## src/rtl/div_unit.sv

```systemverilog
// rtl/div_unit.sv - iterative radix-2 restoring divider for the EX stage
//
// Computes {remainder, quotient} for signed (DIV_OP) and unsigned (DIVU_OP)
// requests, one quotient bit per cycle, and holds the pipeline via stall_div.
//
// Ports:
//   clk        in   clock, rising edge
//   rst        in   synchronous active-high reset
//   alucontrol in   8-bit EX-stage ALU control code
//   valid      in   EX stage holds a live instruction
//   annul      in   flush of the EX instruction
//   opdata1    in   WIDTH dividend
//   opdata2    in   WIDTH divisor
//   result     out  2*WIDTH {hi = remainder, lo = quotient}
//   ready      out  one-cycle pulse, result valid this cycle
//   stall_div  out  hold PC, IF/ID and ID/EX this cycle

module div_unit #(
  parameter int         WIDTH   = 32,
  parameter logic [7:0] DIV_OP  = 8'b00011010,
  parameter logic [7:0] DIVU_OP = 8'b00011011
) (
  input  logic               clk,
  input  logic               rst,
  input  logic [7:0]         alucontrol,
  input  logic               valid,
  input  logic               annul,
  input  logic [WIDTH-1:0]   opdata1,
  input  logic [WIDTH-1:0]   opdata2,
  output logic [2*WIDTH-1:0] result,
  output logic               ready,
  output logic               stall_div
);

  localparam int CW = $clog2(WIDTH);
  localparam logic [CW-1:0] LAST_ITER = CW'(WIDTH - 1);

  typedef enum logic [1:0] {S_IDLE, S_ON, S_DZERO, S_END} state_t;

  state_t             state;
  logic [WIDTH-1:0]   rem;
  logic [WIDTH-1:0]   quo;
  logic [WIDTH-1:0]   dvs;
  logic [CW-1:0]      cnt;
  logic               sign1;
  logic               sign2;
  logic               sgn;
  logic [2*WIDTH-1:0] result_q;

  logic             is_div;
  logic             is_divu;
  logic             req;
  logic [WIDTH-1:0] abs1;
  logic [WIDTH-1:0] abs2;
  logic [WIDTH:0]   trial;
  logic [WIDTH-1:0] rem_nx;
  logic [WIDTH-1:0] quo_nx;
  logic [WIDTH-1:0] rem_fix;
  logic [WIDTH-1:0] quo_fix;

  assign is_div  = (alucontrol == DIV_OP);
  assign is_divu = (alucontrol == DIVU_OP);
  assign req     = valid & ~annul & (is_div | is_divu);

  // Magnitudes; -MIN wraps back to MIN, which is its correct unsigned magnitude.
  assign abs1 = (is_div && opdata1[WIDTH-1]) ? -opdata1 : opdata1;
  assign abs2 = (is_div && opdata2[WIDTH-1]) ? -opdata2 : opdata2;

  // The shifted partial remainder needs WIDTH+1 bits: with a divisor near
  // 2^WIDTH the shifted value can exceed WIDTH bits before the subtract.
  assign trial = {rem, quo[WIDTH-1]} - {1'b0, dvs};

  always_comb begin
    rem_nx = {rem[WIDTH-2:0], quo[WIDTH-1]};
    quo_nx = {quo[WIDTH-2:0], 1'b0};
    if (!trial[WIDTH]) begin
      rem_nx = trial[WIDTH-1:0];
      quo_nx = {quo[WIDTH-2:0], 1'b1};
    end
  end

  // Truncating division: quotient sign is the xor of operand signs,
  // remainder follows the dividend.
  assign quo_fix = (sgn && (sign1 ^ sign2)) ? -quo_nx : quo_nx;
  assign rem_fix = (sgn && sign1) ? -rem_nx : rem_nx;

  // An annulled END cycle neither pulses ready nor exposes the new result.
  assign ready     = (state == S_END) & ~annul;
  assign stall_div = req & ~ready;
  assign result    = ready ? {rem, quo} : result_q;

  always_ff @(posedge clk) begin
    if (rst) begin
      state    <= S_IDLE;
      rem      <= '0;
      quo      <= '0;
      dvs      <= '0;
      cnt      <= '0;
      sign1    <= 1'b0;
      sign2    <= 1'b0;
      sgn      <= 1'b0;
      result_q <= '0;
    end else begin
      case (state)
        S_IDLE: begin
          if (req) begin
            if (opdata2 == '0) begin
              state <= S_DZERO;
            end else begin
              rem   <= '0;
              quo   <= abs1;
              dvs   <= abs2;
              sign1 <= opdata1[WIDTH-1];
              sign2 <= opdata2[WIDTH-1];
              sgn   <= is_div;
              cnt   <= '0;
              state <= S_ON;
            end
          end
        end
        S_DZERO: begin
          if (annul) begin
            state <= S_IDLE;
          end else begin
            rem   <= '0;
            quo   <= '0;
            state <= S_END;
          end
        end
        S_ON: begin
          if (annul) begin
            state <= S_IDLE;
          end else if (cnt == LAST_ITER) begin
            rem   <= rem_fix;
            quo   <= quo_fix;
            cnt   <= cnt + 1'b1;
            state <= S_END;
          end else begin
            rem <= rem_nx;
            quo <= quo_nx;
            cnt <= cnt + 1'b1;
          end
        end
        S_END: begin
          if (!annul) begin
            result_q <= {rem, quo};
          end
          state <= S_IDLE;
        end
        default: state <= S_IDLE;
      endcase
    end
  end

endmodule

```

## config.mk

```make
export PLATFORM = sky130hd
export DESIGN_NAME = div_unit
export DESIGN_NICKNAME = d
export VERILOG_FILES = /design/src/rtl/div_unit.sv
export SDC_FILE = /design/constraint.sdc
export NUM_CORES = 1
export LEC_CHECK = 0
export ABC_AREA = 0
export BUFFER_PORTS_ARGS = -buffer_cell sky130_fd_sc_hd__buf_2
export CORE_MARGIN = 2
export CORE_UTILIZATION = 45
export DETAILED_ROUTE_END_ITERATION = 6
export GPL_TIMING_DRIVEN = 0
export HOLD_SLACK_MARGIN = 0.03
export MAX_ROUTING_LAYER = met4
export PLACE_DENSITY_LB_ADDON = 0.15
export SETUP_SLACK_MARGIN = 0.02
export SLEW_MARGIN = 20
export SYNTH_ARGS = -nofsm -noshare
export SYNTH_HDL_FRONTEND = slang
export SYNTH_SLANG_ARGS = --single-unit
```

## constraint.sdc

```tcl
create_clock -name clk -period 15.1 [get_ports clk]
set_clock_uncertainty 0.15 [all_clocks]
set_input_delay 3.02 -clock clk [delete_from_list [all_inputs] [get_ports clk]]
set_output_delay 3.02 -clock clk [all_outputs]
set_load 0.05 [all_outputs]
```

=== Word-level counts from Yosys, hierarchy flattened ===
Index checks and enable logic that the tools add are counted.

* Bits in registers: 170
* Logic and storage cells: 76
* Output and inout bits: 66
* Input bits: 76

* Reduce and logical (&&, ||, !) cells: 13
* Add/subtract/negate cells: 6
* Equal/unequal tests: 11
* Muxes and demuxes: 28
* Bitwise gates (word level): 9

{| class="wikitable"
|+ Operators by type and width
! operator !! count
|-
| 32-bit two-way mux || 14
|-
| 32-bit one-hot mux with 3 select lines || 2
|-
| 32-bit negation || 4
|-
| 64-bit two-way mux || 1
|-
| 33-bit by 32-bit subtractor with 33-bit output || 1
|-
| 32-bit zero test || 1
|-
| 8-bit by 5-bit == test with 1-bit output, second input constant || 2
|-
| 5-bit two-way mux || 3
|-
| 2-bit two-way mux || 5
|-
| 5-bit one-hot mux with 2 select lines || 1
|-
| 2-bit != test, second input constant || 4
|-
| 2-bit one-hot mux with 4 select lines || 1
|-
| 5-bit by 1-bit adder with 5-bit output, second input constant || 1
|-
| 5-bit == test, second input constant || 1
|-
| 5-bit AND reduction || 1
|-
| 1-bit AND || 4
|-
| 2-bit == test, second input constant || 2
|-
| 1-bit logical AND || 4
|-
| 2-bit AND reduction || 2
|-
| 4-bit AND reduction || 1
|-
| 3-bit != test, second input constant || 1
|-
| 1-bit inverter || 3
|-
| 3-bit AND reduction || 1
|-
| 3-bit nonzero test || 1
|-
| 6 further kinds || 6
|}

=== Longest topological paths before layout ===
* Depth in word-level cells: 7
* Depth in mapped cells: 24
* Gate-level depth less buffers: 20

=== Least setup slack after synthesis ===
Ideal clock, no wire load.

* Kind: in2out
* Start point: in annul
* End point: out result[0]
* Path slack: 7319 ps
* Required time: 11930 ps
* Arrival time: 4611 ps
* Stages: 4
* Path buffers: 2
* Cell sequence: nand2b_1 > clkbuf_1 > clkbuf_1 > o21ai_0

* Cells in the longest elaborated chain, start to end: 3

{| class="wikitable"
|+ Ends and longest elaborated chain
! what !! RTL line !! RTL
|-
| from (decl) || 27 || <nowiki>input logic annul,</nowiki>
|-
| 1-bit inverter (no source line) || -- ||
|-
| 1-bit AND || 88 || <nowiki>assign ready = (state == S_END) & ~annul;</nowiki>
|-
| 64-bit two-way mux || 90 || <nowiki>assign result = ready ? {rem, quo} : result_q;</nowiki>
|-
| to (decl) || 30 || <nowiki>output logic [2*WIDTH-1:0] result,</nowiki>
|}

No other way between the ends.

=== Worst setup path after layout ===
* Start point: in annul
* End point: out result[7]

The elaborated chain is that of the path after synthesis.

==> impl_metrics.ini <==
[place]
dp_hpwl_um = 32300
gp_congestion = 0.971
placed_area_sq_um = 13300
portBuffers = 140
pre_cts_slack_ps = 6810

[clocking]
clk_pin_slew_ps = 70
cts_made_buffers = 17
ctsResizeCount = 0
post_cts_buffers = 0
max-clock-path-buffers = 2
clk_latency_ps = 450
clock-sinks = 170
htreeDepth = 4
cts_hold_buf = 0
cts_tree = yes
cts_root_buf = clkbuf_16

[sta]
worst_pin_slew_ps = 1130
hold_viol_final = 0
slew_headroom = 0.239
finalCritPeriodShare = 0.550
rsz0062_at_grt = no
drv_slew = 0
setup-violations-final = 0
fmax_ghz = 0.120
worst_hold_slack_ps = 313
setup_ws_ps = 6790
period_minus_slack_ps = 8310
setup-tns-final_ps = 0

[logic_synthesis]
ys_seq_area_frac = 0.280
synth_top_area_cell = dfxtp_1
synth.top_cell.area_share = 0.280
synthCells = 1658
synth_area_leaders = dfxtp_1 28%, nand2_1 9.0%, xnor2_1 5.2%
synth.top_cells.by_count = 291 x nand2_1, 170 x dfxtp_1, 164 x nor2_1, 107 x a21oi_1, 72 x xnor2_1
synth_most_common_cell = nand2_1
synth_nets = 1778
async_flop_share = 0
syn-cell-area_sq_um = 12200
ys_seq_elements = 170
synthDistinctLibCells = 87
synthFlopType = dfxtp_1
synth_edf_count = 0
synth_area_per_cell_sq_um = 7.34
synth_warnings = 0

[critical_path]
critPathMaxFanout = 10
crit_path_end_kind = output port
reg2regPathDepth = 22
rr_endpoint = rem[30]
r2r_start = quo[31]
crit_required_ps = 11930
crit_path_start_kind = input port
arrival_ps = 5140
path_class = input port to output port
r2r_slack_ps = 8840

[drt]
initialDrtViolationCount = 971
ant_nets = 0
remaining_drc_errors = 3
via_per_inst = 5.77
wl_um = 41400
wire_per_inst_um = 19.0
first_pass_iters = 7
vias = 12500

[power]
p_per_area_nw_per_um2 = 117
p_leak_uw = 0.00605
ir_drop_uv = 84.6

[final_layout]
multi_input_area_sq_um = 8130
fillers = 2744
final_area_sq_um = 13900
nets = 1937
final_layout_size_suffix_gt1_frac = 0.122
regArea_sq_um = 3400
final_util = 0.519
synthToLayoutAreaGrowth_pct = 14.1
diodes = 0

[global_routing]
grt_use_total = 0.299
grt.overflow.total = 0
grt_first_pass_wirelength_um = 65100
grt_max_degree = 18
grt_pass1_vias = 11700
grt-busiest-layer = met2
grtUsageMet1 = 0.393
antenna_found_initial = 0
met3_usage = 0.0327
use_met2 = 0.474

[min_path]
holdPathEnd = dvs[21]
min_from = dvs[21]
holdCritPathClass = flop to flop
hold_path_depth = 2

[floorplanning]
core_area_sq_um = 26700
die-area_sq_um = 28400
pin_count = 142
row_count = 60
start_util = 0.455
fp.dieH_um = 168
die_x_um = 168

[status]
violations = DRC
status = finished with violations

[flow_run]
cap_viol_max_count = 0
==> per-layer routing <==
metal | share of wire | vias to the layer above
met3 | 0.050 | 73
met2 | 0.46 | 399
li1 | - | 6179
met1 | 0.46 | 5877
met4 | 0.033 | 0
met5 | 0 | -
==> critical path, cell delays in order <==
cell and delay [ps]:
buf_2 140, nand2b_1 110, clkbuf_1 440, clkbuf_1 530
clkbuf_1 420, nand2_1 90, nand2_1 100, buf_2 270
==> logic make-up after synthesis <==
kind of cell	synth area share
flops	0.280
xor+xnor	0.0971
compound gates	0.224
fa+ha+maj	0.0458
buf+inv	0.0528
mux	0.0246
simple gates	0.276
==> power breakdown <==
part | switching [uW] | internal (uW) | total, uW | leakage (uW)
clock | 215 | 236 | 451 | 0.000286
combinational | 415 | 222 | 637 | 0.00439
sequential | 51.3 | 485 | 536 | 0.00137
total | 681 | 942 | 1620 | 0.00605
==> registers in the layout (all words and copies together), names as in the netlist <==
| signal | count |
|---|---|
| cnt | 5 |
| sign2 | 1 |
| result_q | 64 |
| quo | 32 |
| sgn | 1 |
| dvs | 32 |
| sign1 | 1 |
| rem | 32 |
| state | 2 |
==> layout make-up <==
cell class | count | area share
tap | 341 | 0.0307
buffer | 97 | 0.0309
clock inverter | 13 | 0.0108
inverter | 57 | 0.0154
timing repair buffer | 140 | 0.0505
sequential | 170 | 0.245
clock buffer | 19 | 0.0312
multi-input combinational | 1334 | 0.585
==> metrics by stage <==
stage	power (uW)	std cells
floorplan	976	1658
finish	1620	2171
CTS	1610	2171
global placement	1160	2139
detailed placement	1170	2139
global route	1710	2171
==> layout by cell type, fill, tap and decap left out, drive strengths merged, types with 7 or more instances in the layout <==
cell type  Yosys  layout
a211oi        34      34
a21o          12      12
a21oi        107     107
a22o          18      18
a22oi         12      12
a31oi         25      25
and2           9       9
and3          11      11
buf           33     173
clkbuf        64      83
dfxtp        170     170
ha            43      43
inv           56      64
mux2           7       7
mux2i         22      22
nand2        292     292
nand2b         7       7
nand3         29      29
nand4          8       8
nor2         165     165
nor2b         69      69
nor3          40      40
nor3b          7       7
nor4          14      14
o211ai         7       7
o21a           7       7
o21ai         93      93
o221ai        24      24
o31ai         13      13
o41ai         14      14
or3           25      25
or4           13      13
xnor2         72      72
xor2          63      63
==> how the worst max path moves through the flow <==
stage,startpoint,to,slack [ps],depth (start not counted)
finish,annul,result[7],6790,8
global route,annul,result[9],6630,8
CTS,annul,result[63],6790,8
detailed placement,annul,result[63],6810,8
global placement,annul,result[63],6770,8
floorplan,annul,result[0],7320,4
No activity file was read; power rests on OpenSTA's default activity.
